`src/rtl/vga_pkg.sv`:
```
// rtl/vga_pkg.sv - shared VGA timing defaults, colour constants and coordinate type
package vga_pkg;

    typedef logic [9:0] coord_t;
    typedef logic [2:0] colour_t;

    localparam int DEF_CLK_DIV   = 2;
    localparam int DEF_H_VISIBLE = 640;
    localparam int DEF_H_FRONT   = 16;
    localparam int DEF_H_SYNC    = 96;
    localparam int DEF_H_BACK    = 48;
    localparam int DEF_V_VISIBLE = 480;
    localparam int DEF_V_FRONT   = 10;
    localparam int DEF_V_SYNC    = 2;
    localparam int DEF_V_BACK    = 33;

    localparam int DEF_H_TOTAL = DEF_H_VISIBLE + DEF_H_FRONT + DEF_H_SYNC + DEF_H_BACK;
    localparam int DEF_V_TOTAL = DEF_V_VISIBLE + DEF_V_FRONT + DEF_V_SYNC + DEF_V_BACK;

    localparam colour_t BLACK = 3'b000;
    localparam colour_t WHITE = 3'b111;

    // True when lo <= v < lo+len; used for the sync pulse windows.
    function automatic logic in_span(coord_t v, int lo, int len);
        return (v >= coord_t'(lo)) && (v < coord_t'(lo + len));
    endfunction

endpackage

```
`src/rtl/vga_if.sv`:
```
// rtl/vga_if.sv - coordinate broadcast, colour return and VGA connector bundle
interface vga_if;
    import vga_pkg::*;

    coord_t  row;
    coord_t  col;
    logic    video_on;
    logic    pix_en;
    logic    frame_tick;
    colour_t rgb_in;
    logic    vga_hsync;
    logic    vga_vsync;
    colour_t vga_rgb;

    modport master (
        input  rgb_in,
        output row, col, video_on, pix_en, frame_tick,
        output vga_hsync, vga_vsync, vga_rgb
    );

    modport slave (
        output rgb_in,
        input  row, col, video_on, pix_en, frame_tick,
        input  vga_hsync, vga_vsync, vga_rgb
    );

endinterface

```
`src/rtl/vga_pixel_enable.sv`:
```
// rtl/vga_pixel_enable.sv - system clock divider producing the one-clock pixel strobe
module vga_pixel_enable #(
    parameter int CLK_DIV = 2
) (
    input  logic clock,
    input  logic reset,
    output logic pix_en
);

    localparam logic [3:0] DIV_LAST = 4'(CLK_DIV - 1);

    logic [3:0] div;

    always_ff @(posedge clock) begin
        if (reset || div == DIV_LAST) begin
            div <= '0;
        end else begin
            div <= div + 4'd1;
        end
    end

    // Gated by reset so CLK_DIV=1 still yields no strobe while reset is held.
    assign pix_en = !reset && (div == DIV_LAST);

endmodule

```
`src/rtl/vga_timing.sv`:
```
// rtl/vga_timing.sv - 640x480 VGA timing, coordinate broadcast and registered output stage
// VGA_TEST_PATTERN_EN replaces rgb_in with 64-px colour bars taken from col[8:6].
module vga_timing
    import vga_pkg::*;
#(
    parameter int CLK_DIV   = DEF_CLK_DIV,
    parameter int H_VISIBLE = DEF_H_VISIBLE,
    parameter int H_FRONT   = DEF_H_FRONT,
    parameter int H_SYNC    = DEF_H_SYNC,
    parameter int H_BACK    = DEF_H_BACK,
    parameter int V_VISIBLE = DEF_V_VISIBLE,
    parameter int V_FRONT   = DEF_V_FRONT,
    parameter int V_SYNC    = DEF_V_SYNC,
    parameter int V_BACK    = DEF_V_BACK
) (
    input  logic clock,
    input  logic reset,
    vga_if.master bus
);

    localparam coord_t H_LAST = coord_t'(H_VISIBLE + H_FRONT + H_SYNC + H_BACK - 1);
    localparam coord_t V_LAST = coord_t'(V_VISIBLE + V_FRONT + V_SYNC + V_BACK - 1);
    localparam coord_t H_VIS  = coord_t'(H_VISIBLE);
    localparam coord_t V_VIS  = coord_t'(V_VISIBLE);

    coord_t  row;
    coord_t  col;
    logic    pix_en;
    logic    video_on;
    logic    hs;
    logic    vs;
    colour_t pix_colour;

    vga_pixel_enable #(
        .CLK_DIV (CLK_DIV)
    ) u_pixel_enable (
        .clock  (clock),
        .reset  (reset),
        .pix_en (pix_en)
    );

    always_ff @(posedge clock) begin
        if (reset) begin
            row <= '0;
            col <= '0;
        end else if (pix_en) begin
            if (col == H_LAST) begin
                col <= '0;
                row <= (row == V_LAST) ? '0 : row + 10'd1;
            end else begin
                col <= col + 10'd1;
            end
        end
    end

    assign video_on = (row < V_VIS) && (col < H_VIS);
    assign hs       = !in_span(col, H_VISIBLE + H_FRONT, H_SYNC);
    assign vs       = !in_span(row, V_VISIBLE + V_FRONT, V_SYNC);

`ifdef VGA_TEST_PATTERN_EN
    assign pix_colour = col[8:6];
`else
    assign pix_colour = bus.rgb_in;
`endif

    // One pixel of delay on colour and both syncs keeps them mutually aligned.
    always_ff @(posedge clock) begin
        if (reset) begin
            bus.vga_rgb   <= BLACK;
            bus.vga_hsync <= 1'b1;
            bus.vga_vsync <= 1'b1;
        end else if (pix_en) begin
            bus.vga_rgb   <= video_on ? pix_colour : BLACK;
            bus.vga_hsync <= hs;
            bus.vga_vsync <= vs;
        end
    end

    assign bus.row        = row;
    assign bus.col        = col;
    assign bus.video_on   = video_on;
    assign bus.pix_en     = pix_en;
    assign bus.frame_tick = pix_en && (row == V_LAST) && (col == H_LAST);

endmodule

```
`src/flat_wrapper.sv`:
```
// flat-port wrapper written by rule: the top's interface ports become plain ports
module vga_timing_flat import vga_pkg::*;
#(
    parameter int CLK_DIV   = DEF_CLK_DIV,
    parameter int H_VISIBLE = DEF_H_VISIBLE,
    parameter int H_FRONT   = DEF_H_FRONT,
    parameter int H_SYNC    = DEF_H_SYNC,
    parameter int H_BACK    = DEF_H_BACK,
    parameter int V_VISIBLE = DEF_V_VISIBLE,
    parameter int V_FRONT   = DEF_V_FRONT,
    parameter int V_SYNC    = DEF_V_SYNC,
    parameter int V_BACK    = DEF_V_BACK
)
  (clock, reset, bus_rgb_in, bus_row, bus_col, bus_video_on, bus_pix_en, bus_frame_tick, bus_vga_hsync, bus_vga_vsync, bus_vga_rgb);
  vga_if bus_i ();
  input  logic clock;
  input  logic reset;
  input wire logic [$bits(bus_i.rgb_in)-1:0] bus_rgb_in;
  output wire logic [$bits(bus_i.row)-1:0] bus_row;
  output wire logic [$bits(bus_i.col)-1:0] bus_col;
  output wire logic [$bits(bus_i.video_on)-1:0] bus_video_on;
  output wire logic [$bits(bus_i.pix_en)-1:0] bus_pix_en;
  output wire logic [$bits(bus_i.frame_tick)-1:0] bus_frame_tick;
  output wire logic [$bits(bus_i.vga_hsync)-1:0] bus_vga_hsync;
  output wire logic [$bits(bus_i.vga_vsync)-1:0] bus_vga_vsync;
  output wire logic [$bits(bus_i.vga_rgb)-1:0] bus_vga_rgb;
  assign bus_i.rgb_in = bus_rgb_in;
  assign bus_row = bus_i.row;
  assign bus_col = bus_i.col;
  assign bus_video_on = bus_i.video_on;
  assign bus_pix_en = bus_i.pix_en;
  assign bus_frame_tick = bus_i.frame_tick;
  assign bus_vga_hsync = bus_i.vga_hsync;
  assign bus_vga_vsync = bus_i.vga_vsync;
  assign bus_vga_rgb = bus_i.vga_rgb;
  vga_timing #(.CLK_DIV(CLK_DIV), .H_VISIBLE(H_VISIBLE), .H_FRONT(H_FRONT), .H_SYNC(H_SYNC), .H_BACK(H_BACK), .V_VISIBLE(V_VISIBLE), .V_FRONT(V_FRONT), .V_SYNC(V_SYNC), .V_BACK(V_BACK)) u_core (.clock(clock), .reset(reset), .bus(bus_i));
endmodule
```
`config.mk`:
```
export PLATFORM = sky130hd
export DESIGN_NAME = vga_timing_flat
export DESIGN_NICKNAME = d
export VERILOG_FILES = /design/src/rtl/vga_pkg.sv /design/src/rtl/vga_if.sv /design/src/rtl/vga_pixel_enable.sv /design/src/rtl/vga_timing.sv /design/src/flat_wrapper.sv
export SDC_FILE = /design/constraint.sdc
export NUM_CORES = 1
export LEC_CHECK = 0
export ABC_CLOCK_PERIOD_IN_PS = 2500
export CORE_MARGIN = 4
export CORE_UTILIZATION = 49
export CTS_BUF_LIST = sky130_fd_sc_hd__clkbuf_16
export CTS_CLUSTER_DIAMETER = 120
export DETAILED_ROUTE_END_ITERATION = 10
export PLACE_DENSITY = 0.8
export SYNTH_ARGS = -nofsm -noshare
export SYNTH_HDL_FRONTEND = slang
export SYNTH_SLANG_ARGS = --single-unit
export TNS_END_PERCENT = 5
```
`constraint.sdc`:
```
create_clock -name clock -period 2.5 [get_ports clock]
set_input_delay 0.375 -clock clock [delete_from_list [all_inputs] [get_ports clock]]
set_output_delay 0.375 -clock clock [all_outputs]
set_load 0.005 [all_outputs]
```
==> flow_metrics.tcl <==
set metrics [dict create \
    synth_adder_area_share_pct 6.01 \
    critPathArrivalTime_ns 1.84 \
    synth_most_common_cell "dfxtp_1" \
    hold_viol_final 0 \
    synth.distinct_cells 35 \
    io_buffers 32 \
    cts.path.max_buffers 2 \
    p_sw_mw 0.267 \
    crit-reg2reg-capture "u_core.bus.row[8]$_SDFFE_PP0P_" \
    async_flop_share_pct 0 \
    drv_slew 0 \
    dp_slack_ns 0.202 \
    synthSimpleGateAreaFrac_pct 29.8 \
    synth_commonest_cells "29 x dfxtp_1, 14 x nor2_1, 11 x a21oi_1, 10 x nand2_1, 10 x o21ai_0" \
    synth_top_area_share_pct 39.8 \
    skew_ns 0.00268 \
    critPathKind "register to output port" \
    slew_headroom_pct 54.7 \
    final_cells 240 \
    whs_ns 0.489 \
    drt_iter0_drc 77 \
    viasPerCell 5.76 \
    nFillCells 217 \
    core_um2 2810 \
    fmax_mhz 452 \
    grt_use_total_pct 20.5 \
    drc 0 \
    clk_latency_ns 0.27 \
    drive_gt1_share_pct 10.5 \
    ys_ff_latch 29 \
    die_h_um 62.5 \
    routed-via-count 1382 \
    hold_start "u_core.bus.vga_vsync$_SDFFE_PP1N_" \
    netSwitchingFraction_pct 23.0 \
    start_util_pct 52.0 \
    grt_pass1_wl_um 6310 \
    power_density_nw_per_um2 581 \
    synth_top_area_cell "dfxtp_1" \
    dr.pass1.iters 4 \
    setup_ws_ns 0.288 \
    ys.flop_type "dfxtp_1" \
    grt-ovfl-total 0 \
    muxShareOfSynthArea_pct 0 \
    hold_buffers 0 \
    p_seq_share_pct 42.7 \
    setup_tns_ns 0 \
    holdPathStages 2 \
    cp_max_fo 7 \
    synth_nets 179 \
    clock_sinks 29 \
    vdd_drop_max_mv 0.551 \
    placed_cells 231 \
    die_x_um 62.5 \
    synth_edf_count 0 \
    htreeDepth 2 \
    hold_path.class "register to register" \
    syn_area_per_cell_um2 8.73 \
    p_leak_nw 0.750 \
    cts_buffers 5 \
    tritoncts "built" \
    synth_compound_area_share_pct 15.1 \
    syn_area_um2 1460 \
    fin_nets 220 \
    rsz0062_at_grt "false" \
    avgRoutedWirePerCell_um 15.9 \
    synthXorXnorAreaFrac_pct 5.41 \
    yosysSeqAreaShare_pct 39.8 \
    worstReg2RegStart "u_core.bus.row[5]$_SDFFE_PP0P_" \
    antenna_found_initial 0 \
    tightest_slew_ns 0.673 \
    period_minus_slack_ns 2.21 \
    p_int_mw 0.892 \
    die_area_um2 3910 \
    dp_hpwl_um 2700 \
    status "finished, final reports clean" \
    path_clk_slew_ns 0.05 \
    postRouteAntennaNets 0 \
    fin_crit_sh_pct 88.5 \
    drt-total-wl_um 3800 \
    synth_top_family_by_area "simple AND/OR/NAND/NOR gates" \
    grt_max_degree 17 \
    maxCapViolations 0 \
    setup_violations 0 \
    io_pins 33 \
    ff2ff_path_depth 5 \
    cts_root_buf "clkbuf_16" \
    syn_inst 167 \
    r2r_slack_ns 0.38 \
    area_growth_pct 36.8 \
    globalplace.congestion 0.867 \
    start_kind "register" \
    end_kind "output port" \
    row_count 19 \
    comb_power_share_pct 9.9 \
    ys_warn_count 0 \
    power_frac_clock_pct 47.4 \
    cp.required_ns 2.12 \
    grt_pass1_vias 1360 \
    diodes 0 \
    synth.area.top_cells "dfxtp_1 40%, ha_1 6.0%, a21oi_1 3.8%" \
    min_to "u_core.bus.vga_vsync$_SDFFE_PP1N_" \
]
==> power groups by stage <==
stage	Sequential (mW)	Combinational, mW	Clock (mW)
2_1_floorplan	0.501	0.0612	0
3_3_place_gp	0.501	0.109	0
3_5_place_dp	0.503	0.114	0
4_1_cts	0.494	0.114	0.561
5_1_grt	0.496	0.126	0.588
6_report	0.495	0.114	0.550
==> per-stage QoR <==
step	total power, mW	utilization, %	instance area, um2
3_3_place_gp	0.610	65.7	1840
3_5_place_dp	0.617	65.7	1840
2_1_floorplan	0.562	-	1460
6_report	1.16	71.1	1990
5_1_grt	1.21	71.1	1990
4_1_cts	1.17	70.7	1980
==> how the worst max path moves through the flow <==
stage                                                  from                             end  slack [ns]  depth (start not counted)
global placement             u_core.bus.row[0]$_SDFFE_PP0P_                  bus_frame_tick        0.22                          6
global route        u_core.u_pixel_enable.div[0]$_SDFF_PP0_                      bus_pix_en        0.20                          5
finish              u_core.u_pixel_enable.div[0]$_SDFF_PP0_                      bus_pix_en        0.29                          5
floorplan                    u_core.bus.row[1]$_SDFFE_PP0P_  u_core.bus.row[0]$_SDFFE_PP0P_        0.64                          7
CTS                          u_core.bus.row[0]$_SDFFE_PP0P_                  bus_frame_tick       0.007                          6
detailed placement           u_core.bus.row[0]$_SDFFE_PP0P_                  bus_frame_tick        0.20                          6
==> layout make-up <==
type	instances	area [um2]	share of cell area, %
Timing Repair Buffer	39	375	18.8
Clock inverter	3	12.5	0.627
Tap cell	31	38.8	1.94
Sequential cell	29	582	29.2
Clock buffer	5	125	6.27
Inverter	10	37.5	1.88
Multi-Input combinational cell	123	823	41.3
==> critical path, stage by stage, from the launching register on <==
cell             delay [ns]
dfxtp_1                0.38
ha_1                   0.20
nor3b_4                0.19
nand2_1                0.11
inv_2                  0.13
clkdlybuf4s50_1        0.55
==> state kept, by name, summed over array words and instances (netlist names) <==
| name | cells |
|---|---|
| u_core.bus.col | 10 |
| u_core.bus.row | 10 |
| u_core.u_pixel_enable.div | 4 |
| u_core.bus.vga_hsync | 1 |
| u_core.bus.vga_vsync | 1 |
| u_core.bus.vga_rgb | 3 |
==> cell usage in the layout (no fill, tap or decap), types with 3 or more instances in the layout <==
cell / instances
ha_1: 7
and2_1: 3
and4_1: 3
xnor2_1: 3
nor2_1: 13
clkbuf_16: 5
nor3_1: 6
nand4_1: 8
o21ai_0: 10
buf_4: 7
a21oi_1: 11
nand2_1: 10
a22o_1: 3
inv_1: 8
xor2_1: 6
clkdlybuf4s50_1: 31
nand3_1: 9
dfxtp_1: 28
and3_1: 4
or3_1: 7
==> per-layer routing <==
metal	share of wire [%]	GRT usage, %
met1	45	24.9
met2	48	31.8
met3	5.6	8.63
met4	1.2	7.99
met5	0	0
==> cell families (layout without fill, tap and decap cells) <==
group           count (synthesis)  in the layout
flops                          29             29
fa+ha+maj                       7              7
xor+xnor                        9              9
buf+inv                        15             57
simple gates                   74             74
compound gates                 33             33
==> timing repair <==
| item | in CTS | in global routing |
|---|---|---|
| pin swaps | 0 | 1 |
| setup buffers | 0 | 1 |
| endpoints found under the setup margin | 1 | 1 |
| gates resized for setup | 3 | 1 |
(Power assumes the default switching activity.)
